<file path="src/rtl/inv_sub_bytes_iter.sv">
`default_nettype none
// ============================================================================
// Module   : inv_sub_bytes_iter
// Purpose  : Iterative AES InvSubBytes engine. Applies the inverse S-box to
//            all 16 bytes of a 128-bit state, BYTES_PER_CYCLE bytes per cycle,
//            with valid/ready handshakes on input and output.
// Ports    : clk        - rising-edge clock
//            reset_n    - asynchronous active-low reset
//            in_valid   - data holds a state to accept
//            in_ready   - engine idle, can accept a state
//            data       - input state, byte i = data[8i+7:8i]
//            out_valid  - data_out holds a completed result
//            out_ready  - consumer accepts the result
//            data_out   - substituted state
//            busy       - engine is processing or holding a result
// Revision : 1.0 - initial release
// ============================================================================
module inv_sub_bytes_iter #(
    parameter int BYTES_PER_CYCLE = 4
) (
    input  logic         clk,
    input  logic         reset_n,
    input  logic         in_valid,
    output logic         in_ready,
    input  logic [127:0] data,
    output logic         out_valid,
    input  logic         out_ready,
    output logic [127:0] data_out,
    output logic         busy
);

    localparam int c_n_steps = 16 / BYTES_PER_CYCLE;
    localparam int c_cnt_w   = (c_n_steps > 1) ? $clog2(c_n_steps) : 1;
    localparam int c_lg_b    = $clog2(BYTES_PER_CYCLE);
    localparam logic [c_cnt_w-1:0] c_cnt_last = c_cnt_w'(c_n_steps - 1);

    localparam logic [1:0] c_st_idle = 2'd0;
    localparam logic [1:0] c_st_run  = 2'd1;
    localparam logic [1:0] c_st_done = 2'd2;

    if (!(BYTES_PER_CYCLE == 1 || BYTES_PER_CYCLE == 2 || BYTES_PER_CYCLE == 4 ||
          BYTES_PER_CYCLE == 8 || BYTES_PER_CYCLE == 16)) begin : g_param_check
        $error("inv_sub_bytes_iter: BYTES_PER_CYCLE must be 1, 2, 4, 8 or 16");
    end

    // GF(2^8) multiply modulo x^8+x^4+x^3+x+1.
    function automatic logic [7:0] gf_mul(input logic [7:0] a, input logic [7:0] b);
        logic [7:0] p;
        logic [7:0] x;
        logic [7:0] m;
        p = 8'h00;
        x = a;
        m = b;
        for (int i = 0; i < 8; i++) begin
            if (m[0]) p = p ^ x;
            x = {x[6:0], 1'b0} ^ (x[7] ? 8'h1b : 8'h00);
            m = m >> 1;
        end
        return p;
    endfunction

    // Inverse S-box: inverse affine map, then multiplicative inverse computed
    // as a^254 (which also maps 0 to 0, as the S-box requires).
    function automatic logic [7:0] inv_sbox(input logic [7:0] b);
        logic [7:0] a;
        logic [7:0] p;
        logic [7:0] r;
        a = {b[6:0], b[7]} ^ {b[4:0], b[7:5]} ^ {b[1:0], b[7:2]} ^ 8'h05;
        p = a;
        r = 8'h01;
        for (int i = 1; i < 8; i++) begin
            p = gf_mul(p, p);   // a^(2^i)
            r = gf_mul(r, p);   // accumulates a^(2+4+...+128) = a^254
        end
        return r;
    endfunction

    logic [1:0]         r_state;
    logic [1:0]         w_state_next;
    logic [c_cnt_w-1:0] r_cnt;
    logic [127:0]       r_st;
    logic [127:0]       w_st_next;
    logic [3:0]         w_base;
    logic [7:0]         w_lane_out [BYTES_PER_CYCLE];

    // First byte of the group being substituted this cycle (cnt * B).
    assign w_base = 4'(r_cnt) << c_lg_b;

    // One S-box per lane; lane g always serves byte w_base + g.
    for (genvar g = 0; g < BYTES_PER_CYCLE; g++) begin : g_lane
        logic [3:0] w_idx;
        assign w_idx         = w_base + 4'(g);
        assign w_lane_out[g] = inv_sbox(r_st[{w_idx, 3'b000} +: 8]);
    end

    // Byte b belongs to group b/B and is fed by lane b%B; only the active
    // group takes the substituted value, every other byte holds.
    for (genvar b = 0; b < 16; b++) begin : g_byte
        localparam logic [c_cnt_w-1:0] c_grp = c_cnt_w'(b / BYTES_PER_CYCLE);
        assign w_st_next[b*8 +: 8] = (r_cnt == c_grp) ? w_lane_out[b % BYTES_PER_CYCLE]
                                                      : r_st[b*8 +: 8];
    end

    always_ff @(posedge clk or negedge reset_n) begin
        if (!reset_n) begin
            r_state <= c_st_idle;
        end else begin
            r_state <= w_state_next;
        end
    end

    always_comb begin
        w_state_next = r_state;
        case (r_state)
            c_st_idle: if (in_valid)              w_state_next = c_st_run;
            c_st_run:  if (r_cnt == c_cnt_last)   w_state_next = c_st_done;
            c_st_done: if (out_ready)             w_state_next = c_st_idle;
            default:                              w_state_next = c_st_idle;
        endcase
    end

    always_ff @(posedge clk or negedge reset_n) begin
        if (!reset_n) begin
            r_cnt <= '0;
            r_st  <= '0;
        end else begin
            case (r_state)
                c_st_idle: begin
                    if (in_valid) begin
                        r_st  <= data;
                        r_cnt <= '0;
                    end
                end
                c_st_run: begin
                    r_st <= w_st_next;
                    if (r_cnt != c_cnt_last) r_cnt <= r_cnt + c_cnt_w'(1);
                end
                default: ;
            endcase
        end
    end

    assign in_ready  = (r_state == c_st_idle);
    assign out_valid = (r_state == c_st_done);
    assign busy      = (r_state != c_st_idle);
    assign data_out  = r_st;

endmodule
`default_nettype wire

</file>
<file path="config.mk">
export PLATFORM = sky130hd
export DESIGN_NAME = inv_sub_bytes_iter
export DESIGN_NICKNAME = d
export VERILOG_FILES = /design/src/rtl/inv_sub_bytes_iter.sv
export SDC_FILE = /design/constraint.sdc
export NUM_CORES = 2
export LEC_CHECK = 0
export CAP_MARGIN = 20
export CORE_MARGIN = 2
export CORE_UTILIZATION = 30
export CTS_CLUSTER_DIAMETER = 150
export CTS_CLUSTER_SIZE = 20
export DETAILED_ROUTE_END_ITERATION = 12
export DONT_BUFFER_PORTS = 1
export MAX_ROUTING_LAYER = met4
export SETUP_SLACK_MARGIN = 0.5
export SLEW_MARGIN = 20
export SYNTH_ARGS = -nofsm -noshare
export SYNTH_HDL_FRONTEND = slang
export SYNTH_SLANG_ARGS = --single-unit
</file>
<file path="constraint.sdc">
create_clock -name clk -period 27.3 [get_ports clk]
set_clock_uncertainty 0.1 [all_clocks]
set_input_delay 6.825 -clock clk [delete_from_list [all_inputs] [get_ports clk]]
set_output_delay 6.825 -clock clk [all_outputs]
set_load 0.05 [all_outputs]
</file>
**Word level (Yosys, flattened, before mapping)**

Cells that the tools add are included.

- Logic and storage cells: 1,642
- Bits of input ports: 132
- Output and inout bits: 131
- Register bits after elaboration: 132

- Muxes and demuxes: 837
- $add $sub $neg: 4
- Equal/unequal tests: 13
- Reduce and logical (&&, ||, !) cells: 10
- Bitwise operators: 768
- Shift operators: 4

Operators by type and width:

| cell | number |
|---|---|
| $mux 8 | 436 |
| $xor 8x8->8 | 372 |
| $xor 8x5->8 | 364 |
| $mux 5 | 368 |
| $shiftx 128x8->8 | 4 |
| $pmux 128 s2 | 1 |
| $mux 128 | 1 |
| $mux 7 | 4 |
| $not 1->1 const A | 28 |
| $mux 6 | 4 |
| $mux 2 | 9 |
| $reduce_and 3->1 | 6 |
| $mux 4 | 4 |
| $ne 2x2->1 const B | 7 |
| $mux 3 | 4 |
| $add 4x2->4 const B | 2 |
| $not 2->2 | 4 |
| $eq 2x2->1 const B | 3 |
| $pmux 2 s3 | 1 |
| $add 4x1->4 const B | 1 |
| $eq 2x1->1 const B | 2 |
| $logic_not 2->1 | 2 |
| $mux 1 | 4 |
| $pmux 2 s2 | 1 |
| 3 further kinds | 4 |

**Longest topological paths before layout**

- Depth in word-level cells: 133
- Depth in mapped cells: 77
- Mapped depth without buffers: 61

**Least setup slack after synthesis**

OpenSTA, ideal clock, no wires.

- Path type: flip-flop to flip-flop
- Start point: reg r_cnt[0]
- End point: reg r_st[72] (netlist: data_out[72])
- Stages on the path, launching flop included: 70
- Arrival time: 17,083 ps
- Path buffers: 12
- Data required time: 27,066 ps
- Path slack: 9,984 ps
- Clock period less this slack: 17,316 ps
- Cells stage by stage: dfrtp_1 > buf_6 > buf_12 > buf_8 > mux4_2 > buf_4 > xnor3_2 > inv_1 > ha_1 > clkbuf_1 > xnor3_1 > nor3_1 > a211oi_1 > xnor2_1 > inv_2 > buf_2 > buf_4 > buf_1 > [... 34 more ...] > xnor2_1 > nor3_1 > o22ai_1 > mux2_2 > a311oi_1 > xor2_1 > buf_2 > nor3_1 > nor3_1 > mux2_2 > nor3_1 > a221oi_1 > xnor2_1 > o21ai_0 > xnor2_1 > or3_1 > a21oi_1 > o31ai_1

- Cells in the longest elaborated chain, start to end: 131

RTL lines:

| element | line | source |
|---|---|---|
| start: declaration | 80 | `logic [c_cnt_w-1:0] r_cnt;` |
| start signal: assignment | 136 | `if (r_cnt != c_cnt_last) r_cnt <= r_cnt + c_cnt_w'(1);` |
| $add 4x1->4 | 92 | `assign w_idx = w_base + 4'(g);` |
| $shiftx 128x8->8 | 93 | `assign w_lane_out[g] = inv_sbox(r_st[{w_idx, 3'b000} +: 8]);` |
| $xor 8x8->8 (2 in a row) | 68 | `a = {b[6:0], b[7]} ^ {b[4:0], b[7:5]} ^ {b[1:0], b[7:2]} ^ 8'h05;` |
| $not 2->2 (no line) | n/a |  |
| $mux 8 | 55 | `if (m[0]) p = p ^ x;` |
| $xor 8x8->8 | 55 |  |
| $mux 8 | 55 |  |
| $xor 8x8->8 | 55 |  |
| [... 114 more ...] | n/a |  |
| $xor 8x8->8 | 55 |  |
| $mux 8 | 55 |  |
| $xor 8x8->8 | 55 |  |
| $mux 8 | 55 |  |
| $xor 8x8->8 | 55 |  |
| $mux 8 | 55 |  |
| $mux 8 | 100 | `assign w_st_next[b*8 +: 8] = (r_cnt == c_grp) ? w_lane_out[b % BYTES_PER_CYCLE]` |
| $pmux 128 s2 | 127 | `case (r_state)` |
| end signal: assignment | 130 | `r_st <= data;` |
| end signal: assignment | 135 | `r_st <= w_st_next;` |
| end: declaration | 81 | `logic [127:0] r_st;` |

Parallel ways exist; a longest one is shown, timed or not. The select of a mux whose other input is x is not followed.
A chain may end at the register's enable or synchronous reset.

**Worst setup path after layout**

- Start point: reg r_cnt[1]
- End point: reg r_st[104] (netlist: data_out[104])

The elaborated chain is that of the path after synthesis.

==> flow_summary.ini <==
[synth]
ys_warn_count = 0
synth.top_cells.by_area = xnor2_1 (21%), xnor3_1 (8.6%), nor2_1 (7.3%), xor2_1 (5.2%), nand2_1 (5.1%)
ys_seq_elements = 132
netlist.area_leader.share = 0.2062
yosysMostFrequentCell = xnor2_1
syn_inst = 8654
synthFlopType = dfrtp_1
syn_area_um2 = 66300
synth-edff-count = 0
yosysSeqAreaShare = 0.04982
synth_nets = 8818
synth-async-reset-ratio = 1.000
avgSynthCellArea_um2 = 7.661
yosysTopAreaCell = xnor2_1
synthDistinctLibCells = 144
yosys-top-cells-count = xnor2_1 (1561), nor2_1 (1294), nand2_1 (902)

[floorplanning]
start_util = 0.3018
die_area_um2 = 224800
die_x_um = 474.1
core_area_um2 = 219700
fp-row-count = 172
io_pins = 263
die_h_um = 474.1

[cts]
clkSinkCount = 132
hold_buffers = 0
htreeDepth = 4
cts_buffers = 17
insertion_delay_ps = 480
path_clk_slew_ps = 80
cts_tree = done
post_cts_buffers = 0
clock_path_buffers = 2
cts-root-buf = clkbuf_16
cts_resized = 0

[global_routing]
grt_pass1_wl_um = 340600
grt_start_max_net_pins = 133
grt.overflow.total = 0
grt_usage = 0.1908
grt_pass1_vias = 58060
antenna_found_initial = 11

[sta]
finalSetupTns_ps = 0
rsz0062_at_grt = no
setup-violations-final = 0
maxSlewViolCount = 0
max_freq_ghz = 0.04676
final_hold_viol_count = 0
period_minus_slack_ps = 21380
slew_headroom = 0.2411
tightest_slew_ps = 1138
fin_crit_sh = 0.7833
setup_ws_ps = 5915

[setup_path]
reg2reg_depth = 61
cp_top_family = compound AO/OA/AOI/OAI gates
critPathMaxStageDelay_ps = 780
arrival_ps = 21600
cp.required_ps = 27520
worstReg2RegEnd = data_out[104]$_DFFE_PN0P_
crit_top_cell = xnor2_1
slowest_stage = a21oi_1
path_buf_inv = 7
cp-end-kind = register
r2r_start = r_cnt[1]$_DFFE_PN0P_
reg2reg_setup_slack_ps = 5920
critPathMaxFanout = 41
cp-start-kind = register
crit_type = reg -> reg

[placement]
place_ws_ps = 5815
portBuffers = 0
dp_hpwl_um = 159300
place_congestion = 0.9288

[hold_path]
whs_path_depth = 2
hp-start = r_state[1]$_DFFE_PN0P_
hold_end = r_state[0]$_DFFE_PN0P_
min_path_type = reg -> reg

[run_status]
status = completed

[final_layout]
n_fill_cell = 23220
multi_input_area_um2 = 60240
layout-drive-gt1-share = 0.1053
fin_nets = 8464
regArea_um2 = 3308
synthToLayoutAreaGrowth_pct = 5.573

[drt]
avgViaCountPerCell = 5.466
ant_nets = 0
drt_pre_antenna_iters = 9
drtIter0Drc = 5732
route.detailed.drc = 0
drt-total-wl_um = 217200
wl_per_cell_um = 19.25
vias = 61680

[flow_run]
max_cap_viol_count = 0
placed cells by master, fill, tap and decap left out, types with 55 or more instances in the layout:
| cell type | count |
|---|---|
| a211oi_1 | 104 |
| a21oi_1 | 437 |
| a31oi_1 | 75 |
| buf_4 | 230 |
| dfrtp_1 | 130 |
| inv_1 | 69 |
| mux2i_1 | 216 |
| nand2_1 | 902 |
| nand3_1 | 219 |
| nor2_1 | 1294 |
| nor3_1 | 208 |
| o211ai_1 | 83 |
| o21ai_0 | 283 |
| o21ai_1 | 83 |
| o22ai_1 | 108 |
| o31ai_1 | 123 |
| or3_1 | 55 |
| xnor2_1 | 1512 |
| xnor2_2 | 217 |
| xnor3_1 | 253 |
| xor2_1 | 384 |
| xor2_2 | 58 |
final cells by class:
cell class | instances | share of cell area
Multi-Input combinational cell | 7818 | 0.8607
Tap cell | 2958 | 0.05287
Clock inverter | 14 | 0.002377
Sequential cell | 132 | 0.04726
Timing Repair Buffer | 230 | 0.02467
Antenna cell | 13 | 0.0004648
Clock buffer | 18 | 0.006274
Inverter | 101 | 0.005416
per-layer routing:
| layer | vias up | wire, um | global-route usage |
|---|---|---|---|
| met3 | 292 | 11920 | 0.01308 |
| li1 | 29360 | - | - |
| met1 | 29790 | 90670 | 0.2392 |
| met2 | 2228 | 104900 | 0.3142 |
| met4 | 0 | 9668 | 0.08564 |
| met5 | - | 0 | - |
stage by stage:
stage	hold slack, ps	util	std cells	area [um^2]
4_1_cts	707.8	0.3181	11270	69900
2_1_floorplan	588.8	-	8654	66300
5_1_grt	728.7	0.3185	11280	69990
6_report	704.7	0.3186	11280	70000
3_5_place_dp	687.4	0.3154	11240	69300
3_3_place_gp	675.0	0.3153	11240	69280
flip-flops by register name (all words and copies together), names as in the netlist:
name and count:
r_state 2, data_out 128, r_cnt 2
tightest hold or removal path: cells and delay by family (launching register included):
kind / cells / cell delay, ps
DFF: 1 / 570
AOI/OAI and AO/OA: 1 / 150
buffers and inverters: 1 / 50
logic make-up after synthesis:
kind of cell,synth area share
adder cells (fa/ha/maj),0.006643
buffers and inverters,0.04871
AND/OR/NAND/NOR,0.2062
flip-flops,0.04982
multiplexers,0.05339
XOR/XNOR,0.4504
AO/OA/AOI/OAI,0.1849
worst max path at each step:
stage	from	cells past startpoint	end	slack, ps
5_1_grt	r_cnt[0]$_DFFE_PN0P_	63	data_out[111]$_DFFE_PN0P_	4480
4_1_cts	r_cnt[0]$_DFFE_PN0P_	59	data_out[72]$_DFFE_PN0P_	5710
3_5_place_dp	r_cnt[0]$_DFFE_PN0P_	62	data_out[111]$_DFFE_PN0P_	5820
2_1_floorplan	r_cnt[0]$_DFFE_PN0P_	69	data_out[72]$_DFFE_PN0P_	9980
3_3_place_gp	r_cnt[0]$_DFFE_PN0P_	61	data_out[111]$_DFFE_PN0P_	5760
6_report	r_cnt[1]$_DFFE_PN0P_	61	data_out[104]$_DFFE_PN0P_	5920
Power is not shown: default switching activity piles up to over one toggle a cycle in this logic, so the estimate is an artifact.
